<file path="config.mk">
export PLATFORM = sky130hd
export DESIGN_NAME = muldiv_unit
export DESIGN_NICKNAME = d
export VERILOG_FILES = /design/src/rtl/muldiv_pkg.sv /design/src/rtl/muldiv_divstep.sv /design/src/rtl/muldiv_unit.sv
export SDC_FILE = /design/constraint.sdc
export NUM_CORES = 1
export LEC_CHECK = 0
export BUFFER_PORTS_ARGS = -buffer_cell sky130_fd_sc_hd__clkbuf_2
export CAP_MARGIN = 20
export CELL_PAD_IN_SITES_DETAIL_PLACEMENT = 1
export CELL_PAD_IN_SITES_GLOBAL_PLACEMENT = 1
export CORE_ASPECT_RATIO = 1.4
export CORE_MARGIN = 2
export CORE_UTILIZATION = 48
export DETAILED_ROUTE_END_ITERATION = 7
export GPL_TIMING_DRIVEN = 0
export PLACE_DENSITY_LB_ADDON = 0.1
export RECOVER_POWER = 100
export SKIP_LAST_GASP = 1
export SYNTH_ARGS = -nofsm -noshare
export SYNTH_HDL_FRONTEND = slang
export SYNTH_SLANG_ARGS = --single-unit
export TNS_END_PERCENT = 1
</file>
<file path="constraint.sdc">
create_clock -name clk -period 6.2 [get_ports clk]
set_input_delay 0.93 -clock clk [delete_from_list [all_inputs] [get_ports clk]]
set_output_delay 0.93 -clock clk [all_outputs]
set_load 0.1 [all_outputs]
</file>
<file path="src/rtl/muldiv_pkg.sv">
// Shared definitions for the multiply/divide unit: FSM state encoding,
// move-from-HI/LO codes, iteration count and a small magnitude helper.
package muldiv_pkg;

    localparam int MULDIV_ITER = 32;
    localparam int CNT_W       = 5;

    typedef enum logic [1:0] {
        IDLE = 2'b00,
        MUL  = 2'b01,
        DIV  = 2'b10,
        FIX  = 2'b11
    } state_e;

    localparam logic [1:0] MF_NONE = 2'b00;
    localparam logic [1:0] MF_HI   = 2'b01;
    localparam logic [1:0] MF_LO   = 2'b10;

    // Two's-complement magnitude; 0x80000000 maps to itself, which is the
    // correct unsigned magnitude 2^31.
    function automatic logic [31:0] abs32(input logic [31:0] v);
        return v[31] ? (32'd0 - v) : v;
    endfunction

endpackage

</file>
<file path="src/rtl/muldiv_divstep.sv">
// One restoring-divide iteration: shift the next dividend bit into the
// partial remainder, subtract the divisor if it fits, and shift the
// resulting quotient bit into the low end of the quotient word.
module muldiv_divstep (
    input  logic [31:0] rem_i,
    input  logic [31:0] quo_i,
    input  logic [31:0] div_i,
    output logic [31:0] rem_o,
    output logic [31:0] quo_o
);

    logic [32:0] shifted;
    logic [31:0] diff;

    // Compare/subtract; the shifted remainder needs 33 bits because the
    // divisor magnitude can be as large as 2^31.
    always_comb begin
        shifted = {rem_i, quo_i[31]};
        diff    = shifted[31:0] - div_i;
        if (shifted >= {1'b0, div_i}) begin
            rem_o = diff;
            quo_o = {quo_i[30:0], 1'b1};
        end else begin
            rem_o = shifted[31:0];
            quo_o = {quo_i[30:0], 1'b0};
        end
    end

endmodule

</file>
<file path="src/rtl/muldiv_unit.sv">
// Iterative signed MULT/DIV unit with architectural HI/LO registers.
// Operands are reduced to magnitudes on start, processed unsigned in MUL or
// DIV, then signs are applied in FIX where HI/LO are written.
// Build option: define MULDIV_FAST_MUL_EN to compute the multiply in a single
// MUL cycle instead of 32 shift-add iterations; divide is iterative always.
module muldiv_unit
    import muldiv_pkg::*;
(
    input  logic        clk,
    input  logic        rst_n,
    input  logic        multE,
    input  logic        divE,
    input  logic [1:0]  mfE,
    input  logic [31:0] srcAE,
    input  logic [31:0] srcBE,
    output logic        busyE,
    output logic        stallE,
    output logic [31:0] mfResultE,
    output logic [31:0] hiE,
    output logic [31:0] loE,
    output logic        divZeroE
);

    // acc holds {partial product high, multiplier} for MUL and
    // {partial remainder, dividend/quotient} for DIV.
    state_e             state_q, state_d;
    logic [CNT_W-1:0]   cnt_q, cnt_d;
    logic [63:0]        acc_q, acc_d;
    logic [31:0]        opnd_q, opnd_d;
    logic               sign_a_q, sign_a_d;
    logic               sign_b_q, sign_b_d;
    logic               op_div_q, op_div_d;
    logic [31:0]        hi_q, hi_d;
    logic [31:0]        lo_q, lo_d;
    logic               divzero_q, divzero_d;

    logic               last_iter;
    logic               sign_diff;
    logic [31:0]        div_rem;
    logic [31:0]        div_quo;
    logic [63:0]        mul_next;
    logic [63:0]        prod_signed;
    logic [31:0]        quo_signed;
    logic [31:0]        rem_signed;

    muldiv_divstep u_divstep (
        .rem_i (acc_q[63:32]),
        .quo_i (acc_q[31:0]),
        .div_i (opnd_q),
        .rem_o (div_rem),
        .quo_o (div_quo)
    );

`ifdef MULDIV_FAST_MUL_EN
    // Full 64-bit magnitude product in one step.
    always_comb begin
        mul_next = {32'd0, acc_q[31:0]} * {32'd0, opnd_q};
    end
`else
    logic [32:0] mul_sum;

    // One shift-add step: add the multiplicand when the multiplier LSB is
    // set, then shift the whole accumulator right by one.
    always_comb begin
        mul_sum  = {1'b0, acc_q[63:32]} + (acc_q[0] ? {1'b0, opnd_q} : 33'd0);
        mul_next = {mul_sum, acc_q[31:1]};
    end
`endif

    // Sign fix-up of the unsigned results.
    always_comb begin
        last_iter   = (cnt_q == CNT_W'(MULDIV_ITER - 1));
        sign_diff   = sign_a_q ^ sign_b_q;
        prod_signed = sign_diff ? (64'd0 - acc_q) : acc_q;
        quo_signed  = sign_diff ? (32'd0 - acc_q[31:0]) : acc_q[31:0];
        rem_signed  = sign_a_q ? (32'd0 - acc_q[63:32]) : acc_q[63:32];
    end

    // Next-state and datapath update for the IDLE/MUL/DIV/FIX sequence.
    always_comb begin
        state_d   = state_q;
        cnt_d     = cnt_q;
        acc_d     = acc_q;
        opnd_d    = opnd_q;
        sign_a_d  = sign_a_q;
        sign_b_d  = sign_b_q;
        op_div_d  = op_div_q;
        hi_d      = hi_q;
        lo_d      = lo_q;
        divzero_d = 1'b0;
        case (state_q)
            IDLE: begin
                if (multE || divE) begin
                    sign_a_d = srcAE[31];
                    sign_b_d = srcBE[31];
                    acc_d    = {32'd0, abs32(srcAE)};
                    opnd_d   = abs32(srcBE);
                    cnt_d    = '0;
                    op_div_d = !multE;
                    state_d  = multE ? MUL : DIV;
                end
            end
            MUL: begin
                acc_d = mul_next;
`ifdef MULDIV_FAST_MUL_EN
                state_d = FIX;
`else
                cnt_d = cnt_q + CNT_W'(1);
                if (last_iter) begin
                    state_d = FIX;
                end
`endif
            end
            DIV: begin
                acc_d = {div_rem, div_quo};
                cnt_d = cnt_q + CNT_W'(1);
                if (last_iter) begin
                    state_d   = FIX;
                    divzero_d = (opnd_q == 32'd0);
                end
            end
            FIX: begin
                if (op_div_q) begin
                    // With a zero divisor every step subtracts nothing, so the
                    // remainder ends up equal to the dividend magnitude and
                    // rem_signed reproduces the original dividend for HI.
                    lo_d = (opnd_q == 32'd0) ? 32'hFFFF_FFFF : quo_signed;
                    hi_d = rem_signed;
                end else begin
                    hi_d = prod_signed[63:32];
                    lo_d = prod_signed[31:0];
                end
                state_d = IDLE;
            end
            default: state_d = IDLE;
        endcase
    end

    // State and datapath registers; reset aborts any operation in flight.
    always_ff @(posedge clk or negedge rst_n) begin
        if (!rst_n) begin
            state_q   <= IDLE;
            cnt_q     <= '0;
            acc_q     <= '0;
            opnd_q    <= '0;
            sign_a_q  <= 1'b0;
            sign_b_q  <= 1'b0;
            op_div_q  <= 1'b0;
            hi_q      <= '0;
            lo_q      <= '0;
            divzero_q <= 1'b0;
        end else begin
            state_q   <= state_d;
            cnt_q     <= cnt_d;
            acc_q     <= acc_d;
            opnd_q    <= opnd_d;
            sign_a_q  <= sign_a_d;
            sign_b_q  <= sign_b_d;
            op_div_q  <= op_div_d;
            hi_q      <= hi_d;
            lo_q      <= lo_d;
            divzero_q <= divzero_d;
        end
    end

    // Status, stall request and move-from-HI/LO read port.
    always_comb begin
        busyE    = (state_q != IDLE);
        stallE   = busyE && (multE || divE || (mfE != MF_NONE));
        hiE      = hi_q;
        loE      = lo_q;
        divZeroE = divzero_q;
        case (mfE)
            MF_HI:   mfResultE = hi_q;
            MF_LO:   mfResultE = lo_q;
            default: mfResultE = 32'd0;
        endcase
    end

endmodule

</file>
Yosys cells after proc, flatten, opt, wreduce, memory -nomap -nowiden. Cells that the tools add are included. W data, S select, Z words.

Add/subtract/negate cells: 8. $lt $le $gt $ge: 1. Equal/unequal tests: 8. Muxes and demuxes: 22. Bitwise operators: 1. Reductions and logical operators: 15.

Operators with widths (count): $mux W32 (9); $pmux W64 S3 (1); $mux W64 (2); $sub A1 B32 Y32 const A (4); $pmux W32 S2 (1); $sub A1 B64 Y64 const A (1); $add A32 B32 Y33 (1); $ge A33 B32 Y1 (1); $logic_not A32 Y1 (1); $sub A32 B32 Y32 (1); $pmux W5 S2 (1); $reduce_and A2 Y1 (4); $eq A2 B2 Y1 const B (3); $mux W2 (3); $pmux W2 S3 (1); $reduce_bool A2 Y1 (3); $add A5 B1 Y5 const B (1); $eq A5 B5 Y1 const B (1); $mux W5 (1); $eq A2 B1 Y1 const B (2); $mux W1 (3); $reduce_bool A3 Y1 (1); $logic_not A2 Y1 (1); $logic_or A1 B1 Y1 (2); 6 further kinds (6).

Bits in registers: 171. Input bits: 70. Output and inout bits: 99. Logic and storage cells: 65.

Logic depth before layout (Yosys ltp).
Depth after elaboration: 4. Mapped depth: 15. Depth with buffers taken out: 14.

Cells and area by module. From an unflattened synthesis, not the netlist that was laid out.

Cell total of the unflattened synthesis: 1862. Area total of the unflattened synthesis: 15118.2 µm².

By module, submodules not included: muldiv_unit (instances 1, cells an instance 1508, area each 12554.5 µm², seq. area each 4279.1 µm²); muldiv_divstep (instances 1, cells an instance 354, area each 2563.7 µm², seq. area each 0.0 µm²).

Least setup slack after synthesis. Ideal clock, no wire load.

Path kind: input-to-reg. Start: input srcBE[0]. End: register opnd_q[28]. Library setup time: 0.121 ns. Arrival: 3.971 ns. Required time: 6.079 ns. Path slack: 2.108 ns. Stages: 12. Path buffers: 0. Cells stage by stage: inv_1 -> ha_1 -> nand2b_1 -> nand2b_1 -> or4_1 -> or3_4 -> or4_4 -> or4_1 -> or4_4 -> o31ai_1 -> xor2_1 -> o21ai_1.

Cells in the longest elaborated chain, start to end: 2.

RTL lines: start, declared (RTL line muldiv_unit.sv:15) `input logic [31:0] srcBE,`; $sub A1 B32 Y32 (RTL line muldiv_pkg.sv:22) `return v[31] ? (32'd0 - v) : v;`; $mux W32 (RTL line muldiv_pkg.sv:22); end signal, assigned (RTL line muldiv_unit.sv:156) `opnd_q <= opnd_d;`; end, declared (RTL line muldiv_unit.sv:29) `logic [31:0] opnd_q, opnd_d;`.

No other way between the ends. A chain may end at the register's enable or synchronous reset.

Final worst setup path.
Start: register acc_q[0]. End: register acc_q[61].

Cells in the longest elaborated chain, start to end: 3.

RTL lines: start, declared (RTL line muldiv_unit.sv:28) `logic [63:0] acc_q, acc_d;`; start signal, assigned (RTL line muldiv_unit.sv:144) `acc_q <= '0;`; start signal, assigned (RTL line muldiv_unit.sv:155) `acc_q <= acc_d;`; $mux W32 (RTL line muldiv_unit.sv:65) `mul_sum = {1'b0, acc_q[63:32]} + (acc_q[0] ? {1'b0, opnd_q} : 33'd0);`; $add A32 B32 Y33 (RTL line muldiv_unit.sv:65); $pmux W64 S3 (RTL line muldiv_unit.sv:91) `case (state_q)`.

No other way between the ends.

==> flow_summary.yaml <==
synth:
  yosysSeqAreaShare: 0.303
  synth_xor_area_frac: 0.109
  synthAdderAreaFrac: 0.0718
  synth_ff_type: "dfrtp_1"
  syn-instance-count: 1761
  synth_fp_nets: 1911
  ys_warn_count: 0
  async_flop_share: 1.00
  yosys.area_share.simple: 0.191
  syn_area_per_cell_um2: 8.03
  syn_area_um2: 14100
  yosysTopAreaCell: "dfrtp_1"
  synth_area_leaders: "dfrtp_1, ha_1, xnor2_1, nand2_1, xor2_1"
  synth_mux_area_frac: 0.0318
  synth_edf_count: 0
  synth_compound_area_frac: 0.247
  synth_seq_cells: 171
  ys_types: 70
  synth_top_family_by_area: "compound AO/OA/AOI/OAI gates"
  synth_top_cell_area_share: 0.303
floorplan:
  die_w_um: 149
  die_h_um: 207
  start_util: 0.486
  num_rows: 74
  ioPinCount: 169
  die-area_um2: 30900
  core_area_um2: 29100
critical_path:
  cp.buffers_inverters: 2
  critPathKind: "flop to flop"
  crit_slowest_cell: "clkbuf_1"
  path_cells: "inv_1 > clkbuf_1 > nor2_1 > fa_1 > a211oi_1 > o21bai_1 > a21oi_1 > o21ai_0 > a221oi_1 > o21ai_0 > o31ai_1 > xnor2_1 > a22oi_1 > o211ai_1"
  critical_path_peak_fanout: 10
  crit_family: "compound AO/OA/AOI/OAI gates"
  crit_required_ns: 6.52
  crit_top_cell: "o21ai_0"
  cp_slowest_stage_delay_ns: 0.67
  startpoint_type: "flop"
  crit_path_end_kind: "flop"
  worst_ep_arrival_time_ns: 5.75
  regToRegSetupSlack_ns: 0.77
cts:
  post_cts_buffers: 0
  clock-sinks: 171
  ctsHtreeMaxLevel: 4
  max-clock-path-buffers: 2
  clock_latency_ns: 0.47
  clkTransAtPathRegs_ns: 0.07
  cts_buffers: 17
  root_buffer: "clkbuf_16"
  cts_tree: "yes"
  holdBufCountCts: 0
  ctsResizeCount: 0
placed_design:
  routabilityCongestion: 0.945
  preCtsSetupSlack_ns: 1.12
  dp_hpwl_mm: 42.6
  io_buffers: 168
timing:
  period_share: 0.876
  tightest_slew_ns: 4.69
  max_freq_mhz: 184
  hold_viol: 0
  fin_skew_ns: 0.0120
  rsz0062_at_grt: "no"
  finalWorstSetupSlack_ns: 0.767
  fin_setup_tns_ns: 0
  hold_ws_ns: 0.504
  max_slew_margin: -2.13
  final.min_clock_period_ns: 5.43
  drv_slew: 90
  setup_violations: 0
global_route:
  antenna_found_initial: 0
  grt_pass1_wl_mm: 83.6
  grt_pass1_vias: 15300
  grt_usage: 0.348
  grt-ovfl-total: 0
  grt_max_degree: 91
final_layout:
  fin_nets: 2099
  postLayoutCoreUtil: 0.547
  fillers: 3736
  antenna_cells: 0
  drive_gt1_frac: 0.0632
  syn_to_final_growth_pct: 12.5
routing:
  drc_errors: 0
  wire_per_inst_um: 22.8
  first_pass_iters: 5
  vias: 14400
  via_per_inst: 6.15
  postRouteAntennaNets: 0
  drt-initial-drc-count: 770
  wirelength_mm: 53.4
min_path:
  worstHoldPathType: "flop to flop"
run:
  drv_cap: 2
status:
  status: "finished, violations left"
  violations: "max-capacitance violations, max-slew violations"
routing by layer:
metal | up-vias | wire length, um | track usage
li1 | 6707 | - | -
met1 | 7089 | 19400 | 0.360
met2 | 419 | 28200 | 0.644
met3 | 173 | 1900 | 0.0421
met4 | 0 | 3940 | 0.237
met5 | - | 0 | 0
metrics by stage:
step                      cells  instance area, um2
final                      2341               15900
after global routing       2341               15900
after CTS                  2341               16100
after detailed placement   2310               15500
after global placement     2309               15500
after floorplan            1761               14100
path summary, 6_finish.rpt:
check	startpoint	end	cells past startpoint
worst max register to register	acc_q[0]$_DFFE_PN0P_	acc_q[61]$_DFFE_PN0P_	14
worst max-delay path	acc_q[0]$_DFFE_PN0P_	acc_q[61]$_DFFE_PN0P_	14
worst min-delay path	cnt_q[4]$_DFFE_PN0P_	cnt_q[4]$_DFFE_PN0P_	1
min in group asynchronous	rst_n	loE[7]$_DFFE_PN0N_	1
max in group asynchronous	rst_n	acc_q[23]$_DFFE_PN0P_	1
worst min register to register	cnt_q[4]$_DFFE_PN0P_	cnt_q[4]$_DFFE_PN0P_	1
cell families (layout without fill, tap and decap cells):
kind of cell | after synthesis | in the layout
AO/OA/AOI/OAI | 560 | 560
XOR/XNOR | 176 | 176
adder cells (fa/ha/maj) | 80 | 80
buffers and inverters | 167 | 367
flip-flops | 171 | 171
multiplexers | 43 | 43
AND/OR/NAND/NOR | 564 | 564
cells in the final DEF (no fill, tap or decap), types with 5 or more instances in the layout:
master      Yosys  layout
o31ai_1        28      28
a211oi_1        9       9
xor2_1         79      79
nor3_1         23      23
clkbuf_2        0      67
a21oi_1       137     137
clkinvlp_4      0       5
and3_1         18      18
a22oi_1        84      84
or4_1          16      20
nand4_1         9       9
inv_1          68      68
o21a_1         10      10
mux2i_1        28      28
ha_1           78      78
o21ai_0        98     144
nand2_1       187     187
clkbuf_1       87     197
clkbuf_16       0      17
nand3_1        19      19
nand2b_1       19      19
o221ai_1        6       6
and4_1          5       5
a31oi_1        14      14
o21ai_1        76      31
mux2_2         14      14
nor2b_1        40      40
a22o_1          5       5
o211ai_1        6       6
o41ai_1        11      11
and2_1          7       6
a21o_1         28      28
nor2_1        157     157
or3_1          20      22
o21bai_1        5       5
nor4_1         20      22
dfrtp_1       171     171
xnor2_1        97      97
or2_2           6       6
a221oi_1        5       5
state kept, by name, indices dropped and copies added (netlist names):
| signal | flops |
|---|---|
| opnd_q | 32 |
| acc_q | 64 |
| cnt_q | 5 |
| sign_b_q | 1 |
| loE | 32 |
| divZeroE | 1 |
| state_q | 2 |
| op_div_q | 1 |
| hiE | 32 |
| sign_a_q | 1 |
cell type report:
| cell class | instances | area [um2] | area share |
|---|---|---|---|
| Tap cell | 380 | 475 | 0.0299 |
| Multi-Input combinational cell | 1423 | 9160 | 0.576 |
| Clock buffer | 19 | 443 | 0.0278 |
| Timing Repair Buffer | 169 | 742 | 0.0466 |
| Inverter | 68 | 255 | 0.0160 |
| Sequential cell | 171 | 4280 | 0.269 |
| Clock inverter | 12 | 163 | 0.0102 |
| Buffer | 99 | 393 | 0.0247 |
synth_stat cells, types with 40 or more instances:
library cell and number:
nor2b_1 40, dfrtp_1 171, nor2_1 157, ha_1 78
o21ai_0 98, xor2_1 79, nand2_1 187, inv_1 68
a22oi_1 84, xnor2_1 97, a21oi_1 137, clkbuf_1 87
o21ai_1 76
Power is left out: the tool's default activity adds up to more than one toggle a clock period on the data nets, which glitch-free logic cannot reach.
